===== config.mk =====
export PLATFORM = sky130hd
export DESIGN_NAME = score_mult_arbiter
export DESIGN_NICKNAME = d
export VERILOG_FILES = /design/src/rtl/score_mult_arbiter.sv
export SDC_FILE = /design/constraint.sdc
export NUM_CORES = 1
export LEC_CHECK = 0
export BUFFER_PORTS_ARGS = -buffer_cell sky130_fd_sc_hd__clkbuf_2
export CORE_MARGIN = 2
export CORE_UTILIZATION = 30
export DETAILED_ROUTE_END_ITERATION = 16
export REMOVE_ABC_BUFFERS = 1
export SYNTH_ARGS = -nofsm -noshare
export SYNTH_HDL_FRONTEND = slang
export SYNTH_SLANG_ARGS = --single-unit

===== constraint.sdc =====
create_clock -name clk -period 6.1 [get_ports clk]
set_input_delay 0 -clock clk [delete_from_list [all_inputs] [get_ports clk]]
set_output_delay 0 -clock clk [all_outputs]
set_load 0.02 [all_outputs]

===== src/rtl/score_mult_arbiter.sv =====
// Shared shift-add constant multiplier for the end-of-game score path.
// Two requesters (time penalty, discovered-pairs penalty) are served one at a
// time with round-robin arbitration. Each op is OP_W MUL cycles plus one DONE
// cycle. The result and the done pulse are both visible during DONE.
module score_mult_arbiter #(
  parameter int WEIGHT = 101,
  parameter int OP_W   = 6,
  parameter int RES_W  = 13
) (
  input  logic             clk,
  input  logic             rst,
  input  logic             req_time,
  input  logic [OP_W-1:0]  time_op,
  input  logic             req_pairs,
  input  logic [OP_W-1:0]  pairs_op,
  output logic             busy,
  output logic             done_time,
  output logic             done_pairs,
  output logic [RES_W-1:0] mult_time_result,
  output logic [RES_W-1:0] mult_pairs_result
);

  localparam int CNT_W = (OP_W > 1) ? $clog2(OP_W) : 1;
  localparam logic [CNT_W-1:0] CNT_LAST = CNT_W'(OP_W - 1);
  localparam logic [RES_W-1:0] WEIGHT_R = RES_W'(WEIGHT);

  typedef enum logic [1:0] {S_IDLE, S_MUL, S_DONE} state_t;

  state_t           state_q, state_d;
  logic [OP_W-1:0]  op_sh_q, op_sh_d;
  logic [RES_W-1:0] acc_q, acc_d;
  logic [CNT_W-1:0] cnt_q, cnt_d;
  logic             gnt_pairs_q, gnt_pairs_d;    // 1: pairs owns the multiplier
  logic             last_pairs_q, last_pairs_d;  // 1: pairs was granted last
  logic [RES_W-1:0] res_time_q, res_time_d;
  logic [RES_W-1:0] res_pairs_q, res_pairs_d;
  logic [RES_W-1:0] addend;

  // State and datapath registers; reset drops any partial product
  always_ff @(posedge clk) begin
    if (rst) begin
      state_q      <= S_IDLE;
      op_sh_q      <= '0;
      acc_q        <= '0;
      cnt_q        <= '0;
      gnt_pairs_q  <= 1'b0;
      last_pairs_q <= 1'b1;
      res_time_q   <= '0;
      res_pairs_q  <= '0;
    end else begin
      state_q      <= state_d;
      op_sh_q      <= op_sh_d;
      acc_q        <= acc_d;
      cnt_q        <= cnt_d;
      gnt_pairs_q  <= gnt_pairs_d;
      last_pairs_q <= last_pairs_d;
      res_time_q   <= res_time_d;
      res_pairs_q  <= res_pairs_d;
    end
  end

  // Arbitration, shift-add iteration and result write-back
  always_comb begin
    state_d      = state_q;
    op_sh_d      = op_sh_q;
    acc_d        = acc_q;
    cnt_d        = cnt_q;
    gnt_pairs_d  = gnt_pairs_q;
    last_pairs_d = last_pairs_q;
    res_time_d   = res_time_q;
    res_pairs_d  = res_pairs_q;
    addend       = '0;
    unique case (state_q)
      S_IDLE: begin
        if (req_time || req_pairs) begin
          // Both asking: the one not served last wins
          gnt_pairs_d  = (req_time && req_pairs) ? ~last_pairs_q : req_pairs;
          op_sh_d      = gnt_pairs_d ? pairs_op : time_op;
          acc_d        = '0;
          cnt_d        = '0;
          last_pairs_d = gnt_pairs_d;
          state_d      = S_MUL;
        end
      end
      S_MUL: begin
        addend  = op_sh_q[0] ? (WEIGHT_R << cnt_q) : '0;
        acc_d   = acc_q + addend;
        op_sh_d = op_sh_q >> 1;
        cnt_d   = cnt_q + CNT_W'(1);
        if (cnt_q == CNT_LAST) begin
          // Write the final sum now so it is visible alongside the done pulse
          if (gnt_pairs_q) res_pairs_d = acc_d;
          else             res_time_d  = acc_d;
          state_d = S_DONE;
        end
      end
      S_DONE:  state_d = S_IDLE;
      default: state_d = S_IDLE;
    endcase
  end

  assign busy              = (state_q != S_IDLE);
  assign done_time         = (state_q == S_DONE) && !gnt_pairs_q;
  assign done_pairs        = (state_q == S_DONE) &&  gnt_pairs_q;
  assign mult_time_result  = res_time_q;
  assign mult_pairs_result = res_pairs_q;

endmodule


After elaboration in Yosys (flattened, before gate mapping)
Cells that the tools add are included.
Word-level totals
  bits of input ports: 16
  logic and storage cells: 43
  output and inout port bits: 29
  register bits after elaboration: 52
Cells by class
  equality and inequality tests: 5
  bitwise operators: 2
  add/subtract/negate cells: 2
  reductions and logical operators: 13
  shift-type cells: 1
  mux-type cells: 12
Operator list (number)
  two-way mux 13 bit: 2
  case mux 13 bit (2 select lines): 1
  adder 13 bit: 1
  left shift 7 x 3 -> 13 bit, first input constant: 1
  two-way mux 6 bit: 2
  case mux 6 bit (2 select lines): 1
  case mux 3 bit (2 select lines): 1
  AND reduction 2 bit: 3
  AND reduction 3 bit: 2
  two-way mux 2 bit: 2
  inequality test 2 bit, second input constant: 2
  case mux 2 bit (2 select lines): 1
  nonzero test 2 bit: 2
  adder 3 x 1 -> 3 bit, second input constant: 1
  == test 3 bit, second input constant: 1
  logical AND 1 bit: 3
  two-way mux 3 bit: 1
  == test 2 x 1 -> 1 bit, second input constant: 1
  == test 2 bit, second input constant: 1
  zero test 2 bit: 1
  NOT 1 bit: 2
  zero test 1 bit: 1
  logical OR 1 bit: 1
  two-way mux 1 bit: 1

Longest topological paths before layout
Gate-level depths: netlist of the first run.
  depth in word-level cells: 5
  mapped depth: 12
  depth with buffers taken out: 12

Worst setup path after synthesis of the first run
No wires, ideal clock.
  path kind: flip-flop to flip-flop
  start point: register cnt_q[0]
  end point: register res_pairs_q[12] (netlist: mult_pairs_result[12])
  arrival time: 2.525 ns
  cell stages (with the launch flop): 13
  path slack: 3.489 ns
  library setup time: 0.086 ns
  cells stage by stage: dfxtp_1 > inv_1 > ha_1 > nand2b_1 > a21boi_0 > ha_1 > buf_6 > a21oi_1 > nor2b_1 > o31a_1 > a311oi_2 > xnor2_1 > a211oi_1
On the way
  longest elaborated chain between the ends: 3
  elaborated cells between the ends (all ways): 5
RTL lines
  start: declaration: RTL line 32  | logic [CNT_W-1:0] cnt_q, cnt_d;
  start signal: assignment: RTL line 54  | cnt_q <= cnt_d;
  left shift 7 x 3 -> 13 bit: RTL line 86  | addend = op_sh_q[0] ? (WEIGHT_R << cnt_q) : '0;
  two-way mux 13 bit: RTL line 86
  adder 13 bit: RTL line 87  | acc_d = acc_q + addend;
  end signal: assignment: RTL line 58  | res_pairs_q <= res_pairs_d;
  end: declaration: RTL line 36  | logic [RES_W-1:0] res_pairs_q, res_pairs_d;
Several ways; a longest one is shown, not always the timed one.
A chain may end at the register's enable or synchronous reset.

Worst setup path after layout of the first run
  start point: register cnt_q[1]
  end point: register res_pairs_q[12] (netlist: mult_pairs_result[12])
The elaborated chain is that of the path after synthesis.

==> out/qor.yml, run 1 <==
core_sq_um: 8760
synth-seq-cells: 52
cellLeakagePower_nw: 1.28
setup_ws_ps: 3120
arrival_ps: 3200
worst-path-max-fanout: 8
cts_made_buffers: 5
ys_async_sr_fraction: 0
viasPerCell: 5.06
die_x_um: 99.2
grt_pass1_vias: 2313
drcViolationCount: 0
fin_nets: 395
synth_edf_count: 0
clock_path_buffers: 2
ys_seq_area_frac: 0.383
drtIter0Drc: 44
cts_tree: "done"
finalWeightedCongestion: 0.834
start_util: 0.311
reg2reg_from: "cnt_q[1]$_SDFFE_PP0P_"
p_switching_mw: 0.161
grt_pass1_wl_mm: 10.6
clkPwrFrac: 0.306
area_growth_pct: 13.7
hp-class: "primary input to register"
r2r_slack_ps: 3120
end_kind: "register"
relSlewSlack: 0.592
seqPwrFrac: 0.576
drive_gt1_frac: 0.169
portBuffers: 44
die_area_sq_um: 9850
antenna_found_initial: 0
peakVddDrop_mv: 0.0871
startpoint: "cnt_q[1]$_SDFFE_PP0P_"
htreeDepth: 2
io_pins: 45
layout_common_cells: "nand2_1, dfxtp_1, clkbuf_2, a21oi_1, nor2_1"
p_sw_frac: 0.262
cts_num_sinks: 52
hold_start: "req_time"
crit_type: "register to register"
tightest_slew_ps: 609
p_comb_frac: 0.118
n_antenna_cell: 0
firstDrtPassIters: 4
fin_cells: 469
grt_max_degree: 49
rsz0062_at_grt: "no"
drtAntennaViolNets: 0
vias: 2375
reg2reg_depth: 11
rows: 34
cp_data_required_time_ps: 6330
hold_viol: 0
status: "completed"
cp-endpoint: "mult_pairs_result[12]$_SDFFE_PP0P_"
grtUsageTotal: 0.131
pre_cts_slack_ps: 3210
fin_crit_sh: 0.488
cts-root-buf: "clkbuf_8"
worst_setup_path_start_kind: "register"
synthDistinctLibCells: 50
wl_mm: 6.35
maxCapViolations: 0
min_period_ps: 2980
yosys_warnings: 0
netlist_area_sq_um: 2720
post_cts_buffers: 0
r2r-end: "mult_pairs_result[12]$_SDFFE_PP0P_"
dieHeight_um: 99.2
final_util: 0.353
max_clock_freq_mhz: 336
p_int_mw: 0.454
synth_flop_cell: "dfxtp_1"
ctsHoldBuffers: 0
pwr_density_cell_nw_per_um2: 199
slew_violations: 0
synth.avg_cell_area_sq_um: 8.35
final-setup-viol-count: 0
synthCells: 326
setup_tns_ps: 0
grt_overflow: 0
clk_pin_slew_ps: 90
skew_ps: 8.73
wl_per_cell_um: 13.5
clk_latency_ps: 310
hold_path_depth: 3
hpwlAfterDp_mm: 4.59
ctsResizeCount: 0
numPlacedInstances: 462
==> synth_stat cells (2+ instances only) <==
master,number,share of area
a211oi_1,8,0.022
a21boi_0,3,0.0083
a21oi_1,30,0.055
a21oi_2,2,0.0064
a221oi_1,5,0.016
a22o_1,8,0.026
a31oi_1,3,0.0069
and2_1,6,0.014
and3_1,4,0.0092
buf_2,3,0.0055
clkbuf_1,15,0.021
dfxtp_1,52,0.38
ha_1,17,0.078
inv_1,6,0.0083
nand2_1,52,0.072
nand2b_1,8,0.018
nand3_1,7,0.013
nand3b_1,6,0.017
nand4b_1,2,0.0064
nor2_1,24,0.033
nor2b_1,4,0.0092
nor3_1,3,0.0055
nor3b_1,3,0.0083
o21a_1,4,0.011
o21ai_0,11,0.020
o22ai_1,2,0.0046
o31ai_1,4,0.011
or2b_1,2,0.0055
or3_1,2,0.0046
or4_1,2,0.0055
xnor2_1,6,0.019
xor2_1,4,0.013
==> through the flow <==
stage | cell area, sq um | power [mW] | hold WS (ps)
finish | 3090 | 0.615 | 67.1
floorplan | 2640 | 0.410 | 69.1
CTS | 3090 | 0.622 | 59.7
global placement | 3020 | 0.433 | 376
detailed placement | 3020 | 0.434 | 380
global route | 3090 | 0.642 | 88.6
==> critical path, stage by stage (launching register included) <==
cell and delay, ps:
dfxtp_1 470, inv_1 150, ha_1 370, nand2b_1 70
a21boi_0 260, ha_1 370, a21oi_2 230, nor2_1 60
o31a_1 280, a311oi_2 260, xnor2_1 140, a211oi_1 230
==> worst min path at each step <==
stage                                           end  slack, ps
final                     last_pairs_q$_SDFFE_PP1P_         70
after CTS                 last_pairs_q$_SDFFE_PP1P_         60
after detailed placement  last_pairs_q$_SDFFE_PP1P_        380
after global routing      last_pairs_q$_SDFFE_PP1P_         90
after floorplan               cnt_q[2]$_SDFFE_PP0P_         70
after global placement    last_pairs_q$_SDFFE_PP1P_        380
==> cells by family after synthesis <==
kind of cell             count (synthesis)  synth area share
multiplexers                             1           0.00368
AO/OA/AOI/OAI                           89             0.221
buffers and inverters                   25            0.0386
AND/OR/NAND/NOR                        131             0.236
adder cells (fa/ha/maj)                 18            0.0855
flip-flops                              52             0.383
XOR/XNOR                                10            0.0322
==> registers in the layout, summed over array words and instances, names as in the netlist <==
register and cells:
op_sh_q 6, gnt_pairs_q 1, state_q 2, mult_time_result 13
cnt_q 3, acc_q 13, mult_pairs_result 13, last_pairs_q 1
==> final cells by class <==
type | count | area (sq um)
Inverter | 6 | 22.5
Sequential cell | 52 | 1040
Multi-Input combinational cell | 249 | 1580
Clock buffer | 6 | 72.6
Timing Repair Buffer | 47 | 243
Fill cell | 942 | 5670
Clock inverter | 1 | 5.00
Tap cell | 108 | 135
==> per-layer routing <==
metal / up-vias / track usage / share of wire
met4: 0 / 0.0327 / 0.011
met3: 7 / 0.0295 / 0.037
met5: - / 0 / 0
li1: 1215 / - / -
met2: 36 / 0.230 / 0.47
met1: 1117 / 0.163 / 0.48
==> power groups by stage <==
| stage | logic [mW] | registers, mW | clock network, mW |
|---|---|---|---|
| floorplan | 0.0496 | 0.360 | 0 |
| global placement | 0.0710 | 0.362 | 0 |
| detailed placement | 0.0725 | 0.362 | 0 |
| CTS | 0.0730 | 0.354 | 0.195 |
| global route | 0.0813 | 0.355 | 0.206 |
| finish | 0.0727 | 0.354 | 0.188 |
Note: power is estimated with default switching activity, not from simulation.
==> run 2: changes to the inputs <==
clock period = 2.9 ns   (was 6.1 ns; I/O delays follow)
==> run 2 against run 1 <==
  * Non-clock buffer count grew 6
  * Worst setup slack lost 3000 ps
  * Combinational power grew 120%
  * Sequential cell count is the same
  * Clock-buffer cell count grew 1
  * Clock skew shrank 2.0 ps
  * Largest cell class unchanged
==> out/qor.yml, run 2 (synthesized netlist as in run 1, its figures left out) <==
status: "completed"
numPlacedInstances: 468
portBuffers: 44
grt_max_degree: 35
p_int_mw: 0.990
clk_pin_slew_ps: 100
cts_made_buffers: 5
maxCapViolations: 0
drtIter0Drc: 79
wl_per_cell_um: 13.5
antenna_found_initial: 0
grt_overflow: 0
grt_pass1_wl_mm: 10.5
rows: 34
cts-root-buf: "clkbuf_8"
die_area_sq_um: 9850
vias: 2386
pwr_density_cell_nw_per_um2: 418
tightest_slew_ps: 625
hold_start: "req_time"
clk_latency_ps: 300
end_kind: "register"
viasPerCell: 5.01
crit_type: "register to register"
layout_commonest_cell: "nand2_1"
n_antenna_cell: 0
startpoint: "cnt_q[1]$_SDFFE_PP0P_"
cp_data_required_time_ps: 3120
drtAntennaViolNets: 0
cts_num_sinks: 52
reg2reg_from: "cnt_q[1]$_SDFFE_PP0P_"
drcViolationCount: 0
clock_path_buffers: 2
area_growth_pct: 17.6
p_switching_mw: 0.347
post_cts_buffers: 0
dieHeight_um: 99.2
cellLeakagePower_nw: 1.31
htreeDepth: 2
seqPwrFrac: 0.554
arrival_ps: 2960
clkPwrFrac: 0.324
skew_ps: 6.69
fin_cells: 476
peakVddDrop_mv: 0.160
finalWeightedCongestion: 0.873
max_clock_freq_mhz: 365
worst-path-max-fanout: 8
io_pins: 45
fin_nets: 401
worst_setup_path_start_kind: "register"
layout_common_cells: "nand2_1, dfxtp_1, clkbuf_2, a21oi_1, nor2_1"
final-setup-viol-count: 0
core_sq_um: 8760
setup_ws_ps: 159
total_power_mw: 1.34
hpwlAfterDp_mm: 4.80
fill_cells: 922
die_x_um: 99.2
firstDrtPassIters: 4
drive_gt1_frac: 0.207
hold_path_depth: 3
p_comb_frac: 0.122
wl_mm: 6.43
ctsHoldBuffers: 0
cts_tree: "done"
grt_pass1_vias: 2271
relSlewSlack: 0.582
fin_crit_sh: 0.945
hp-class: "primary input to register"
grtUsageTotal: 0.131
pre_cts_slack_ps: 16.4
p_sw_frac: 0.260
reg2reg_depth: 11
start_util: 0.311
min_period_ps: 2740
hold_viol: 0
slew_violations: 0
==> run 2: cell types whose count changed in the layout (fill, tap and decap cells not counted), moves of 2 or more <==
cell	change
a21oi_1	-2
buf_4	+6
ha_1	-3
ha_2	+2
==> run 2: cell type report <==
type                            count  area, sq um  share of cell area
Inverter                            6         22.5             0.00704
Clock inverter                      1         7.51             0.00235
Multi-Input combinational cell    249         1620               0.506
Clock buffer                        7         86.3              0.0270
Timing Repair Buffer               53          288              0.0899
Tap cell                          108          135              0.0422
Sequential cell                    52         1040               0.326
==> run 2: path summary, 6_finish.rpt <==
path,to,slack [ps]
max reg2reg,mult_time_result[12]$_SDFFE_PP0P_,160
min reg2reg,mult_pairs_result[1]$_SDFFE_PP0P_,460
min,last_pairs_q$_SDFFE_PP1P_,80
max,mult_time_result[12]$_SDFFE_PP0P_,160
==> run 2: stage by stage <==
step	utilization	instance area (sq um)	hold WS (ps)	setup TNS (ps)
floorplan	-	2640	69.1	0
global placement	0.349	3060	379	0
detailed placement	0.349	3060	395	0
CTS	0.360	3160	74.8	0
global route	0.365	3200	105	-2.32
finish	0.365	3200	79.7	0
==> run 2: per-layer routing <==
metal,GRT usage,vias up,wire [um]
met2,0.229,42,3100
met1,0.166,1109,3000
met5,0,-,0
met4,0.0306,0,57
li1,-,1228,-
met3,0.0281,7,271
==> run 2: worst max-delay path, cell delays in order, from the launching register on <==
cell	delay, ps
dfxtp_2	390
inv_1	120
ha_4	310
nand2b_1	50
a21boi_0	180
ha_2	360
a21oi_4	200
nor2_1	60
o31a_1	280
a311oi_2	340
xnor2_2	120
a211oi_1	240
==> run 2: power by group through the flow <==
stage                     clock, mW  sequential, mW  combinational (mW)
after floorplan                   0           0.757               0.104
after global placement            0           0.757               0.157
after detailed placement          0           0.757               0.160
after CTS                     0.450           0.741               0.161
after global routing          0.478           0.743               0.184
final                         0.433           0.741               0.163
==> run 2: repair_timing <==
action / CTS / global route
pin swaps: 0 / 4
gates resized for setup: 1 / 10
endpoints found under the hold margin: 0 / 0
endpoints found under the setup margin: 1 / 12
==> run 3: changes to the inputs <==
CTS_BUF_LIST = sky130_fd_sc_hd__clkbuf_8 sky130_fd_sc_hd__clkbuf_16   (was unset)
MAX_ROUTING_LAYER = met4   (was unset)
SKIP_LAST_GASP = 1   (was unset)
==> run 3 against run 2 <==
  * Via count rose by 0.84%
  * Non-clock buffer count unchanged
  * Clock-buffer cell count shrank 1
  * Routed wire length grew 0.28%
  * Fmax about the same
  * Global-route usage rose by 0.39 points
  * Total power shrank 0.19%
  * First-iteration DRC count is 16% higher
  * Cell area stayed put
  * Critical path type unchanged
  * Combinational power about the same
  * Critical path depth did not move
==> out/qor.yml, run 3 (synthesized netlist as in run 1, its figures left out) <==
status: "completed"
start_util: 0.311
hp-class: "primary input to register"
fill_cells: 922
seq_area_sq_um: 1040
finalWeightedCongestion: 0.888
max_clock_freq_mhz: 365
cts_made_buffers: 5
hold_viol: 0
maxCapViolations: 0
hpwlAfterDp_mm: 4.80
vias: 2406
cts-root-buf: "clkbuf_8"
final_util: 0.365
dieHeight_um: 99.2
firstDrtPassIters: 4
viasPerCell: 5.05
crit_type: "register to register"
wl_per_cell_um: 13.6
end_kind: "register"
drive_gt1_frac: 0.207
drtIter0Drc: 92
n_antenna_cell: 0
arrival_ps: 2960
die_area_sq_um: 9850
worst_setup_path_start_kind: "register"
ctsHoldBuffers: 0
tightest_slew_ps: 632
stdcell_area_sq_um: 3200
fin_crit_sh: 0.944
path_delay_family: "compound AO/OA/AOI/OAI gates"
skew_ps: 7.42
clock_path_buffers: 2
grt_pass1_vias: 2272
grt_pass1_wl_mm: 10.5
htreeDepth: 2
cellLeakagePower_nw: 1.31
cp_slowest_cell: "dfxtp_2"
clk_latency_ps: 300
cp_data_required_time_ps: 3120
io_pins: 45
placed_area_sq_um: 3060
grtUsageTotal: 0.135
portBuffers: 44
peakVddDrop_mv: 0.160
worst-path-max-fanout: 8
layout_common_cells: "nand2_1, dfxtp_1, clkbuf_2, a21oi_1, nor2_1"
max_stage_delay_ps: 390
antenna_found_initial: 0
relSlewSlack: 0.577
slew_violations: 0
area_growth_pct: 17.6
grt_max_degree: 35
pwr_density_cell_nw_per_um2: 417
wl_mm: 6.45
grt_overflow: 0
fin_nets: 401
drtAntennaViolNets: 0
final-setup-viol-count: 0
cts_num_sinks: 52
drcViolationCount: 0
post_cts_buffers: 0
path_buf_inv: 1
min_period_ps: 2740
cts_tree: "done"
layout_commonest_cell: "nand2_1"
die_x_um: 99.2
multi_input_area_sq_um: 1620
clk_pin_slew_ps: 100
core_sq_um: 8760
crit_chain: "inv_1, ha_4, nand2b_1, a21boi_0, ha_2, a21oi_4, nor2_1, o31a_1, a311oi_2, xnor2_2, a211oi_1"
rows: 34
run 3: changes by cell type in the layout (fill, tap and decap cells not counted):
cell	delta
clkbuf_1	-1
inv_1	+1
run 3: cell type report:
class / instances / area share
multi-input cells: 249 / 0.506
flip-flops and latches: 52 / 0.326
repair buffers: 53 / 0.0899
well taps: 108 / 0.0422
clock buffers: 6 / 0.0258
inverters: 6 / 0.00704
clock inverters: 2 / 0.00352
run 3: metrics by stage:
stage               TNS, ps  instances  setup slack (ps)  power (mW)  hold WS, ps
global placement          0        468               181       0.914          379
CTS                       0        476              67.3        1.35         74.4
detailed placement        0        468              16.4       0.917          395
floorplan                 0        307               309       0.861         69.1
finish                    0        476               162        1.33         78.9
global route          -2.90        476             -2.90        1.40          104
run 3: repair_timing:
action                     in CTS  in global routing
pin swaps                       0                  4
setup endpoints to repair       1                 12
resized for setup               1                 10
run 3: routing by layer:
metal,part of all wire,global-route usage,up-vias
li1,-,-,1231
met3,0.036,0.0253,8
met1,0.47,0.168,1128
met5,0,-,-
met4,0.0079,0.0306,0
met2,0.49,0.229,39
run 3: report_power, final:
part	switching, mW	internal, mW	leakage, nW
Combinational	0.0978	0.0656	0.842
Clock	0.239	0.191	0.0486
Sequential	0.0112	0.730	0.421
run 3: tightest hold or removal path, delay by kind of cell:
kind                   cells  cell delay, ps
AOI/OAI and AO/OA          1             150
and+or+nand+nor            1             110
buffers and inverters      1             100
run 3: path summary, 6_finish.rpt:
check	startpoint	to	slack, ps	cells after the start
worst max-delay path	cnt_q[1]$_SDFFE_PP0P_	mult_time_result[12]$_SDFFE_PP0P_	160	11
worst min-delay path	req_time	last_pairs_q$_SDFFE_PP1P_	80	3
worst max register to register	cnt_q[1]$_SDFFE_PP0P_	mult_time_result[12]$_SDFFE_PP0P_	160	11
worst min register to register	mult_pairs_result[1]$_SDFFE_PP0P_	mult_pairs_result[1]$_SDFFE_PP0P_	460	2
